## config.mk

```make
export PLATFORM = sky130hd
export DESIGN_NAME = door_lock_fsm
export DESIGN_NICKNAME = d
export VERILOG_FILES = /design/src/rtl/door_lock_pkg.sv /design/src/rtl/door_lock_timer.sv /design/src/rtl/door_lock_fsm.sv
export SDC_FILE = /design/constraint.sdc
export NUM_CORES = 1
export LEC_CHECK = 0
export CELL_PAD_IN_SITES_DETAIL_PLACEMENT = 1
export CELL_PAD_IN_SITES_GLOBAL_PLACEMENT = 1
export CORE_MARGIN = 2
export CORE_UTILIZATION = 42
export DETAILED_ROUTE_END_ITERATION = 10
export MAX_ROUTING_LAYER = met4
export PLACE_DENSITY_LB_ADDON = 0.1
export SLEW_MARGIN = 20
export SYNTH_ARGS = -nofsm -noshare
export SYNTH_HDL_FRONTEND = slang
export SYNTH_SLANG_ARGS = --single-unit
```

## constraint.sdc

```tcl
create_clock -name Clk -period 2.3 [get_ports Clk]
set_clock_uncertainty 0.1 [all_clocks]
set_input_delay 0.23 -clock Clk [delete_from_list [all_inputs] [get_ports Clk]]
set_output_delay 0.23 -clock Clk [all_outputs]
set_load 0.02 [all_outputs]
```

## src/rtl/door_lock_pkg.sv

```systemverilog
// Shared types and constants for the serial combination-lock controller.
package door_lock_pkg;

  typedef enum logic [2:0] {
    IDLE    = 3'd0,
    ENTRY   = 3'd1,
    OPEN    = 3'd2,
    ERROR   = 3'd3,
    LOCKOUT = 3'd4
  } state_e;

  localparam int DEFAULT_CODE_LEN = 4;
  localparam logic [DEFAULT_CODE_LEN-1:0] DEFAULT_CODE = 4'b1010;

  // Bits needed to hold values 0..n inclusive.
  function automatic int cnt_width(input int n);
    return (n < 1) ? 1 : $clog2(n + 1);
  endfunction

endpackage

```

## src/rtl/door_lock_timer.sv

```systemverilog
// Loadable down-counter with a zero flag; stops at zero until reloaded.
module door_lock_timer #(
  parameter int W = 2
) (
  input  logic         clk,
  input  logic         rst,
  input  logic         load,
  input  logic [W-1:0] load_val,
  output logic         zero
);

  logic [W-1:0] cnt_q, cnt_d;

  // Next count: load wins, otherwise count down and hold at zero.
  always_comb begin
    cnt_d = cnt_q;
    if (load) begin
      cnt_d = load_val;
    end else if (cnt_q != '0) begin
      cnt_d = cnt_q - 1'b1;
    end
  end

  // Counter register with synchronous reset.
  always_ff @(posedge clk) begin
    if (rst) cnt_q <= '0;
    else     cnt_q <= cnt_d;
  end

  assign zero = (cnt_q == '0);

endmodule

```

## src/rtl/door_lock_fsm.sv

```systemverilog
// Serial combination-lock controller, code entered MSB first on B.
// Optional build macro: DOOR_LOCK_AUTO_RELOCK_EN -- when defined, OPEN lasts
// OPEN_CYCLES cycles and returns to IDLE; otherwise OPEN holds until Rst.
//
// state   | meaning
// IDLE    | waiting for the leading 1 of a code (zeros ignored)
// ENTRY   | comparing remaining code bits, idx_q points at the expected bit
// OPEN    | door unlocked, Out=1
// ERROR   | failed attempt, Err=1 for ERR_CYCLES cycles
// LOCKOUT | MAX_FAILS consecutive failures, Err=1 until Rst
module door_lock_fsm
  import door_lock_pkg::*;
#(
  parameter int                  CODE_LEN    = DEFAULT_CODE_LEN,
  parameter logic [CODE_LEN-1:0] CODE        = DEFAULT_CODE,
  parameter int                  OPEN_CYCLES = 4,
  parameter int                  ERR_CYCLES  = 2,
  parameter int                  MAX_FAILS   = 3
) (
  input  logic Clk,
  input  logic Rst,
  input  logic B,
  output logic Out,
  output logic Err
);

  localparam int IW = $clog2(CODE_LEN);
  localparam int FW = cnt_width(MAX_FAILS);
  localparam int TW = cnt_width((OPEN_CYCLES > ERR_CYCLES) ? OPEN_CYCLES : ERR_CYCLES);

  state_e        state_q, state_d;
  logic [IW-1:0] idx_q, idx_d;
  logic [FW-1:0] fail_q, fail_d;
  logic [FW-1:0] fail_inc;
  logic          out_q, out_d;
  logic          err_q, err_d;
  logic          tmr_load;
  logic [TW-1:0] tmr_val;
  logic          tmr_zero;

  door_lock_timer #(.W(TW)) u_timer (
    .clk      (Clk),
    .rst      (Rst),
    .load     (tmr_load),
    .load_val (tmr_val),
    .zero     (tmr_zero)
  );

  assign fail_inc = fail_q + 1'b1;

  // Next-state, index, fail count and timer load decode.
  always_comb begin
    state_d  = state_q;
    idx_d    = idx_q;
    fail_d   = fail_q;
    tmr_load = 1'b0;
    tmr_val  = '0;
    case (state_q)
      IDLE: begin
        if (B) begin
          state_d = ENTRY;
          idx_d   = IW'(CODE_LEN - 2);
        end
      end
      ENTRY: begin
        if (B == CODE[idx_q]) begin
          if (idx_q != '0) begin
            idx_d = idx_q - 1'b1;
          end else begin
            state_d = OPEN;
            fail_d  = '0;
`ifdef DOOR_LOCK_AUTO_RELOCK_EN
            tmr_load = 1'b1;
            tmr_val  = TW'(OPEN_CYCLES - 1);
`endif
          end
        end else begin
          if (fail_q != FW'(MAX_FAILS)) fail_d = fail_inc;
          if (fail_inc == FW'(MAX_FAILS)) begin
            state_d = LOCKOUT;
          end else begin
            state_d  = ERROR;
            tmr_load = 1'b1;
            tmr_val  = TW'(ERR_CYCLES - 1);
          end
        end
      end
      OPEN: begin
`ifdef DOOR_LOCK_AUTO_RELOCK_EN
        if (tmr_zero) state_d = IDLE;
`else
        state_d = OPEN;
`endif
      end
      ERROR: begin
        if (tmr_zero) state_d = IDLE;
      end
      LOCKOUT: state_d = LOCKOUT;
      default: state_d = IDLE;
    endcase
    // Outputs follow the state being entered so they line up with state_q.
    out_d = (state_d == OPEN);
    err_d = (state_d == ERROR) || (state_d == LOCKOUT);
  end

  // State, index, fail count and registered outputs.
  always_ff @(posedge Clk) begin
    if (Rst) begin
      state_q <= IDLE;
      idx_q   <= '0;
      fail_q  <= '0;
      out_q   <= 1'b0;
      err_q   <= 1'b0;
    end else begin
      state_q <= state_d;
      idx_q   <= idx_d;
      fail_q  <= fail_d;
      out_q   <= out_d;
      err_q   <= err_d;
    end
  end

  assign Out = out_q;
  assign Err = err_q;

endmodule

```

# After elaboration in Yosys (flattened, before gate mapping)
# Cells that the tools add are included.
totals:
  regBits: 12
  output_inout_bits: 2
op_classes:
  addsub: 3
  n_lt_le_gt_ge: 1
  n_eq_ne: 14
  muxes: 23
  n_reduce_logical: 10
op_table:
  columns: ["op", "n"]
  rows:
  - ["3-bit two-way mux", 7]
  - ["3-bit one-hot mux with 5 select lines", 1]
  - ["3-bit by 2-bit == test with 1-bit output (second input constant)", 4]
  - ["2-bit two-way mux", 6]
  - ["2-bit != test (second input constant)", 5]
  - ["2-bit nonzero test", 4]
  - ["1-bit two-way mux", 7]
  - ["3-bit == test (second input constant)", 2]
  - ["3-bit logical NOT", 2]
  - ["2-bit one-hot mux with 2 select lines", 1]
  - ["4-bit AND reduction", 1]
  - ["3-bit by 1-bit == test with 1-bit output (second input constant)", 1]
  - ["2-bit by 3-bit less-than comparator with 1-bit output (second input constant)", 1]
  - ["3-bit AND reduction", 1]
  - ["3-bit nonzero test", 1]
  - ["3-bit by 1-bit subtractor with 3-bit output (second input constant)", 1]
  - ["2-bit by 1-bit adder with 2-bit output (second input constant)", 1]
  - ["1-bit binary-select mux with 2-bit select", 1]
  - ["2-bit == test (second input constant)", 1]
  - ["2-bit by 1-bit subtractor with 2-bit output (second input constant)", 1]
  - ["1-bit == test", 1]
  - ["1-bit logical OR", 1]

# Longest topological paths before layout
# Gate-level depths: netlist of run 1.
depth:
  depth_word: 7
  depth_mapped: 7
  mapped_depth_nobuf: 6

# Hierarchy
# A second synthesis of run 1 with hierarchy kept.
unflattened:
  hier_cells: 88
  area_unflattened_um2: 768.2
modules_own_cells:
  columns: ["mod", "n_inst", "cells_each", "area_per_inst_um2", "seq_area_each_um2"]
  rows:
  - ["door_lock_fsm", 1, 66, 561.8, 180.2]
  - ["door_lock_timer", 1, 22, 206.4, 60.1]

# Worst setup path after synthesis of run 1
# Ideal clock, no wire load.
synth_timing:
  kind: "register to register"
  from: "reg idx_q[0]"
  to: "reg idx_q[1]"
  arrival_time_ps: 1397
  path_slack_ps: 707
  path_stages_with_launch: 6
  n_path_buf: 0
  period_less_slack_ps: 1593
  cell_sequence: "dfxtp_1 -> inv_1 -> ha_1 -> nor4b_2 -> o31ai_1 -> a221oi_1"
synth_between:
  elab_chain_cells: 5
  elab_cells_between_ends: 11
  cone_classes: "1 x add/sub; 3 x eq/ne; 5 x mux; 2 x reduce/logical"
synth_lines:
  columns: ["item", "line", "source"]
  rows:
  - ["from (decl)", "door_lock_fsm.sv:32", "logic [IW-1:0] idx_q, idx_d;"]
  - ["from (signal assigned)", "door_lock_fsm.sv:116", "idx_q <= idx_d;"]
  - ["1-bit binary-select mux with 2-bit select", "door_lock_fsm.sv:66", "if (B == CODE[idx_q]) begin"]
  - ["1-bit two-way mux (implied by the code)", "door_lock_fsm.sv:66", null]
  - ["1-bit == test", "door_lock_fsm.sv:66", null]
  - ["2-bit != test (no line)", null, null]
  - ["4-bit AND reduction (no line)", null, null]
# Parallel ways exist; a longest one is shown, timed or not. The select of a mux whose other input is x is not followed.
# A chain may end at the register's enable or synchronous reset.

# Worst setup path after layout of run 1
# Same ends and word-level chain as after synthesis.

==> results of run 1 <==
[power breakdown]
group          switching [mW]  internal [mW]
clock                  0.0770         0.0964
sequential             0.0342          0.247
combinational           0.137          0.111
[final cells by class]
class	count	area share, %
clock buffers	4	4.603
inverters	8	3.810
multi-input cells	54	53.49
flip-flops and latches	12	30.48
well taps	16	2.540
repair buffers	4	5.079
[per-layer routing]
| metal | part of all wire, % | track usage (%) | vias up |
|---|---|---|---|
| li1 | - | - | 284 |
| met1 | 47 | 22.44 | 287 |
| met2 | 47 | 27.32 | 8 |
| met3 | 3.0 | 3.571 | 4 |
| met4 | 2.3 | 10.59 | 0 |
| met5 | 0 | - | - |
[cells in the final DEF, fill, tap and decap left out, types with 2 or more instances in the layout]
cell type,Yosys,routed
nand3b_1,2,2
clkbuf_4,0,3
and2_1,2,2
a21oi_1,7,7
inv_1,8,8
nor2b_1,2,2
ha_1,5,5
nor4b_2,2,2
or2_0,2,2
dfxtp_1,12,12
nor2_1,5,5
nor3_1,2,2
o32ai_1,2,2
clkdlybuf4s50_1,0,4
nand2_1,2,2
[flip-flops by register name (all words and copies together) (netlist names)]
register / count
Err: 1
Out: 1
fail_q: 2
idx_q: 2
state_q: 3
u_timer.cnt_q: 3
[worst max-delay path by stage]
stage                            end  depth (start not counted)     start  slack [ns]
after global placement    state_q[2]                          4         B        0.57
after global routing        idx_q[1]                          5  idx_q[0]        0.35
final                       idx_q[1]                          5  idx_q[0]        0.54
after CTS                   idx_q[1]                          5  idx_q[0]        0.51
after floorplan             idx_q[1]                          5  idx_q[0]        0.71
after detailed placement    idx_q[1]                          5  idx_q[0]        0.52
[worst max-delay path: stages, from the launching register on]
cell      delay (ns)
dfxtp_1         0.49
inv_1           0.10
ha_1            0.28
nor4b_2         0.30
o31ai_1         0.12
a221oi_1        0.29
[logic make-up after synthesis]
group / Yosys count
and+or+nand+nor: 27
AOI/OAI and AO/OA: 19
DFF: 12
buffers and inverters: 11
adders and majority gates: 5
xor gates and xnor gates: 3
==> results.yml, run 1 <==
floorplan:
  die_x_microns: 45.39
  dieArea_sq_mm: 0.002060
  die_y_microns: 45.39
  io_pins: 5
  start_util_pct: 46.15
  core.rowCount: 14
  coreArea_sq_mm: 0.001559
run:
  maxCapViolCount: 0
setup_path:
  cp.required_ns: 2.39
  reg2reg_depth: 5
  reg2reg_slack_ns: 0.54
  critPathLaunchType: "register"
  critPathKind: "reg -> reg"
  cp-end-kind: "register"
  r2r-start: "idx_q[0]"
  worstReg2RegEnd: "idx_q[1]"
  arrival_ns: 1.85
  cp_max_fo: 6
yosys:
  synth_cell_types: 37
  synth_top_family_by_area: "simple AND/OR/NAND/NOR gates"
  synthCells: 77
  synthTopCellsByCount: "dfxtp_1, inv_1, a21oi_1"
  yosysTopAreaCell: "dfxtp_1"
  synth_area_sq_um: 719.4
  synth_area_leaders: "dfxtp_1, ha_1, a21oi_1"
  synth_ff_type: "dfxtp_1"
  synth_edf_count: 0
  synthXorXnorAreaFrac_pct: 4.696
  synth.net_count: 85
  yosys_warnings: 0
  synthSimpleGateAreaFrac_pct: 26.78
  avgSynthCellArea_sq_um: 9.343
  synth_mux_area_share_pct: 0
  synth_top_area_share_pct: 33.39
  ys_async_sr_fraction_pct: 0
  synth_fa_ha_area_share_pct: 8.696
  yosysMostFrequentCell: "dfxtp_1"
  seq_area_frac_synth_pct: 33.39
  synth_seq_cells: 12
  synth_compound_area_share_pct: 18.43
final_layout:
  antennaDiodeCount: 0
  finalNonFillerCells: 98
  fin_util_pct: 50.56
  design_area_sq_um: 788.3
  multi_input_area_sq_um: 421.7
  fillers: 185
  syn_to_final_growth_pct: 9.565
  seqCellArea_sq_um: 240.2
  drive_above_1_share_pct: 13.41
  fin_nets: 91
placed_design:
  port_buffers: 4
  placed_area_sq_um: 752.0
  place_congestion: 0.7969
  dpl.hpwl_mm: 1.079
  pre_cts_ws_ns: 0.5215
  placed_cells: 94
route:
  wl_per_cell_microns: 14.53
  viasPerCell: 5.949
  vias: 583
  drc: 0
  routed_wl_mm: 1.424
  ant_nets: 0
  drt_first_iter_violations: 12
  drtPass1Iterations: 4
clock_network:
  cts_setup_buffers: 0
  cts.sinks: 12
  cts_hold_buf: 0
  htree_levels: 1
  cts_resized: 0
  cts-root-buf: "clkbuf_4"
  numCtsBuffers: 3
  clkLatencyLatePin_ns: 0.28
  clk_path_buf_depth: 2
  path_clk_slew_ns: 0.08
  cts_tree: "yes"
sta:
  tightest_slew_ns: 0.4994
  period_needed_ns: 1.762
  hold_slack_ns: 0.4090
  clock.fmax_mhz: 567.4
  finalCritPeriodShare_pct: 76.62
  fin_setup_tns_ns: 0
  slew_viol_final: 0
  hold_viol: 0
  fin_ws_ns: 0.5377
  relSlewSlack_pct: 66.61
  finalSetupViolCount: 0
  rsz0062_at_grt: "false"
global_route:
  antenna_found_initial: 0
  grt_max_degree: 14
  first_global_vias: 594
  grt_usage_pct: 18.20
  overflow: 0
  grt_pass1_wl_mm: 2.573
pwr:
  cellLeakagePower_nw: 0.2862
  ir_drop_mv: 0.3355
  pwr_density_cell_mw_per_mm2: 891.0
  total_power_mw: 0.7023
run_status:
  outcome: "finished, final reports clean"
hold_path:
  holdPathEnd: "idx_q[1]"
  whs_path_depth: 2
  hp-start: "idx_q[1]"
  min_path_type: "reg -> reg"
Note: power is estimated with default switching activity, not from simulation.
==> run 2: changes to the inputs <==
==> constraint.sdc (replaced) <==
create_clock -name Clk -period 1.7 [get_ports Clk]
set_clock_uncertainty 0.1 [all_clocks]
set_input_delay 0.17 -clock Clk [delete_from_list [all_inputs] [get_ports Clk]]
set_output_delay 0.17 -clock Clk [all_outputs]
set_load 0.02 [all_outputs]
==> run 2 against run 1 <==
Largest cell class unchanged. Clock power up 33%. Power up 36%. Combinational power up 43%. Via count down 0.34%. Largest power group unchanged. Clock-buffer cell count unchanged. Wire length up 3.2%. Core utilization up 2.6 points.
==> results.yml, run 2 (synthesis gave the netlist of run 1 again) <==
run_status:
  outcome: "finished, final reports clean"
placed_design:
  place_congestion: 0.7948
  dpl.hpwl_mm: 1.163
  placed_area_sq_um: 782.0
  placed_cells: 98
  port_buffers: 4
pwr:
  cellLeakagePower_nw: 0.3077
  ir_drop_mv: 0.5039
  pwr_density_cell_mw_per_mm2: 1153
clock_network:
  cts_setup_buffers: 0
  cts-root-buf: "clkbuf_4"
  clkLatencyLatePin_ns: 0.27
  cts_resized: 0
  htree_levels: 1
  cts_hold_buf: 0
  cts.sinks: 12
  clk_path_buf_depth: 2
  path_clk_slew_ns: 0.08
  numCtsBuffers: 3
  cts_tree: "yes"
sta:
  finalSetupViolCount: 0
  period_needed_ns: 1.532
  rsz0062_at_grt: "false"
  slew_viol_final: 0
  hold_slack_ns: 0.4159
  finalCritPeriodShare_pct: 90.13
  hold_viol: 0
  tightest_slew_ns: 0.3355
  fin_setup_tns_ns: 0
  clock.fmax_mhz: 652.6
  relSlewSlack_pct: 77.56
setup_path:
  reg2reg_slack_ns: 0.17
  path_delay_family: "simple AND/OR/NAND/NOR gates"
  arrival_ns: 1.61
  path_cells: "inv_1, ha_2, and3b_1, or2_0, a221oi_1"
  slowest_stage: "dfxtp_1"
  cp.required_ns: 1.78
  critPathKind: "reg -> reg"
  critPathLaunchType: "register"
  cp-end-kind: "register"
  cp_slowest_stage_delay_ns: 0.32
  cp_max_fo: 6
  critPathBufInv: 1
final_layout:
  design_area_sq_um: 829.5
  final_cell_mix: "dfxtp_1, inv_1, a21oi_1, nor2_1"
  top_regs: "state_q (3), u_timer.cnt_q (3)"
  antennaDiodeCount: 0
  fin_nets: 95
  layout_commonest_cell: "dfxtp_1"
  syn_to_final_growth_pct: 15.30
  finalNonFillerCells: 102
  drive_above_1_share_pct: 18.60
  fillers: 178
global_route:
  grt_max_degree: 9
  antenna_found_initial: 0
  first_global_vias: 610
  grt_usage_pct: 19.56
  overflow: 0
  grt_pass1_wl_mm: 2.801
floorplan:
  die_y_microns: 45.39
  coreArea_sq_mm: 0.001559
  dieArea_sq_mm: 0.002060
  die_x_microns: 45.39
  start_util_pct: 46.15
  core.rowCount: 14
  io_pins: 5
route:
  routed_wl_mm: 1.470
  ant_nets: 0
  drt_first_iter_violations: 11
  drtPass1Iterations: 4
  drc: 0
  viasPerCell: 5.696
  vias: 581
  wl_per_cell_microns: 14.41
hold_path:
  min_path_type: "reg -> reg"
run:
  maxCapViolCount: 0
[run 2: cell type report]
class                           count  area, sq um  share of cell area [%]
Multi-Input combinational cell     54        432.9                   52.19
Sequential cell                    12        240.2                   28.96
Timing Repair Buffer                8        70.07                   8.446
Clock buffer                        4        36.28                   4.374
Inverter                            8        30.03                   3.620
Tap cell                           16        20.02                   2.413
[run 2: path summary, 6_finish.rpt]
check                               from        to  depth (start not counted)
worst max-delay path            idx_q[0]  idx_q[1]                          5
worst min-delay path            idx_q[1]  idx_q[1]                          2
worst max register to register  idx_q[0]  idx_q[1]                          5
worst min register to register  idx_q[1]  idx_q[1]                          2
[run 2: metrics by stage]
stage                     power (mW)  setup slack [ns]  util, %
after CTS                     0.9688            0.1056    52.49
after floorplan               0.6411            0.1073        -
after global routing           1.053           0.02258    53.21
final                         0.9569            0.1677    53.21
after global placement        0.7161           0.07104    50.16
after detailed placement      0.7352           0.01419    50.16
[run 2: power breakdown]
group | internal, mW | switching [mW]
Clock | 0.130 | 0.0996
Combinational | 0.164 | 0.191
Sequential | 0.334 | 0.0386
Total | 0.628 | 0.329
[run 2: worst register-to-register path, stage by stage, from the launching register on]
cell and delay [ns]:
dfxtp_1 0.32, inv_1 0.07, ha_2 0.26, and3b_1 0.20
or2_0 0.21, a221oi_1 0.27
[run 2: per-layer routing]
layer | global-route usage [%] | vias up | share of wire, %
met1 | 22.98 | 279 | 45
met4 | 5.294 | 0 | 0.95
met3 | 6.349 | 2 | 2.7
met2 | 31.83 | 8 | 51
li1 | - | 292 | -
met5 | - | - | 0
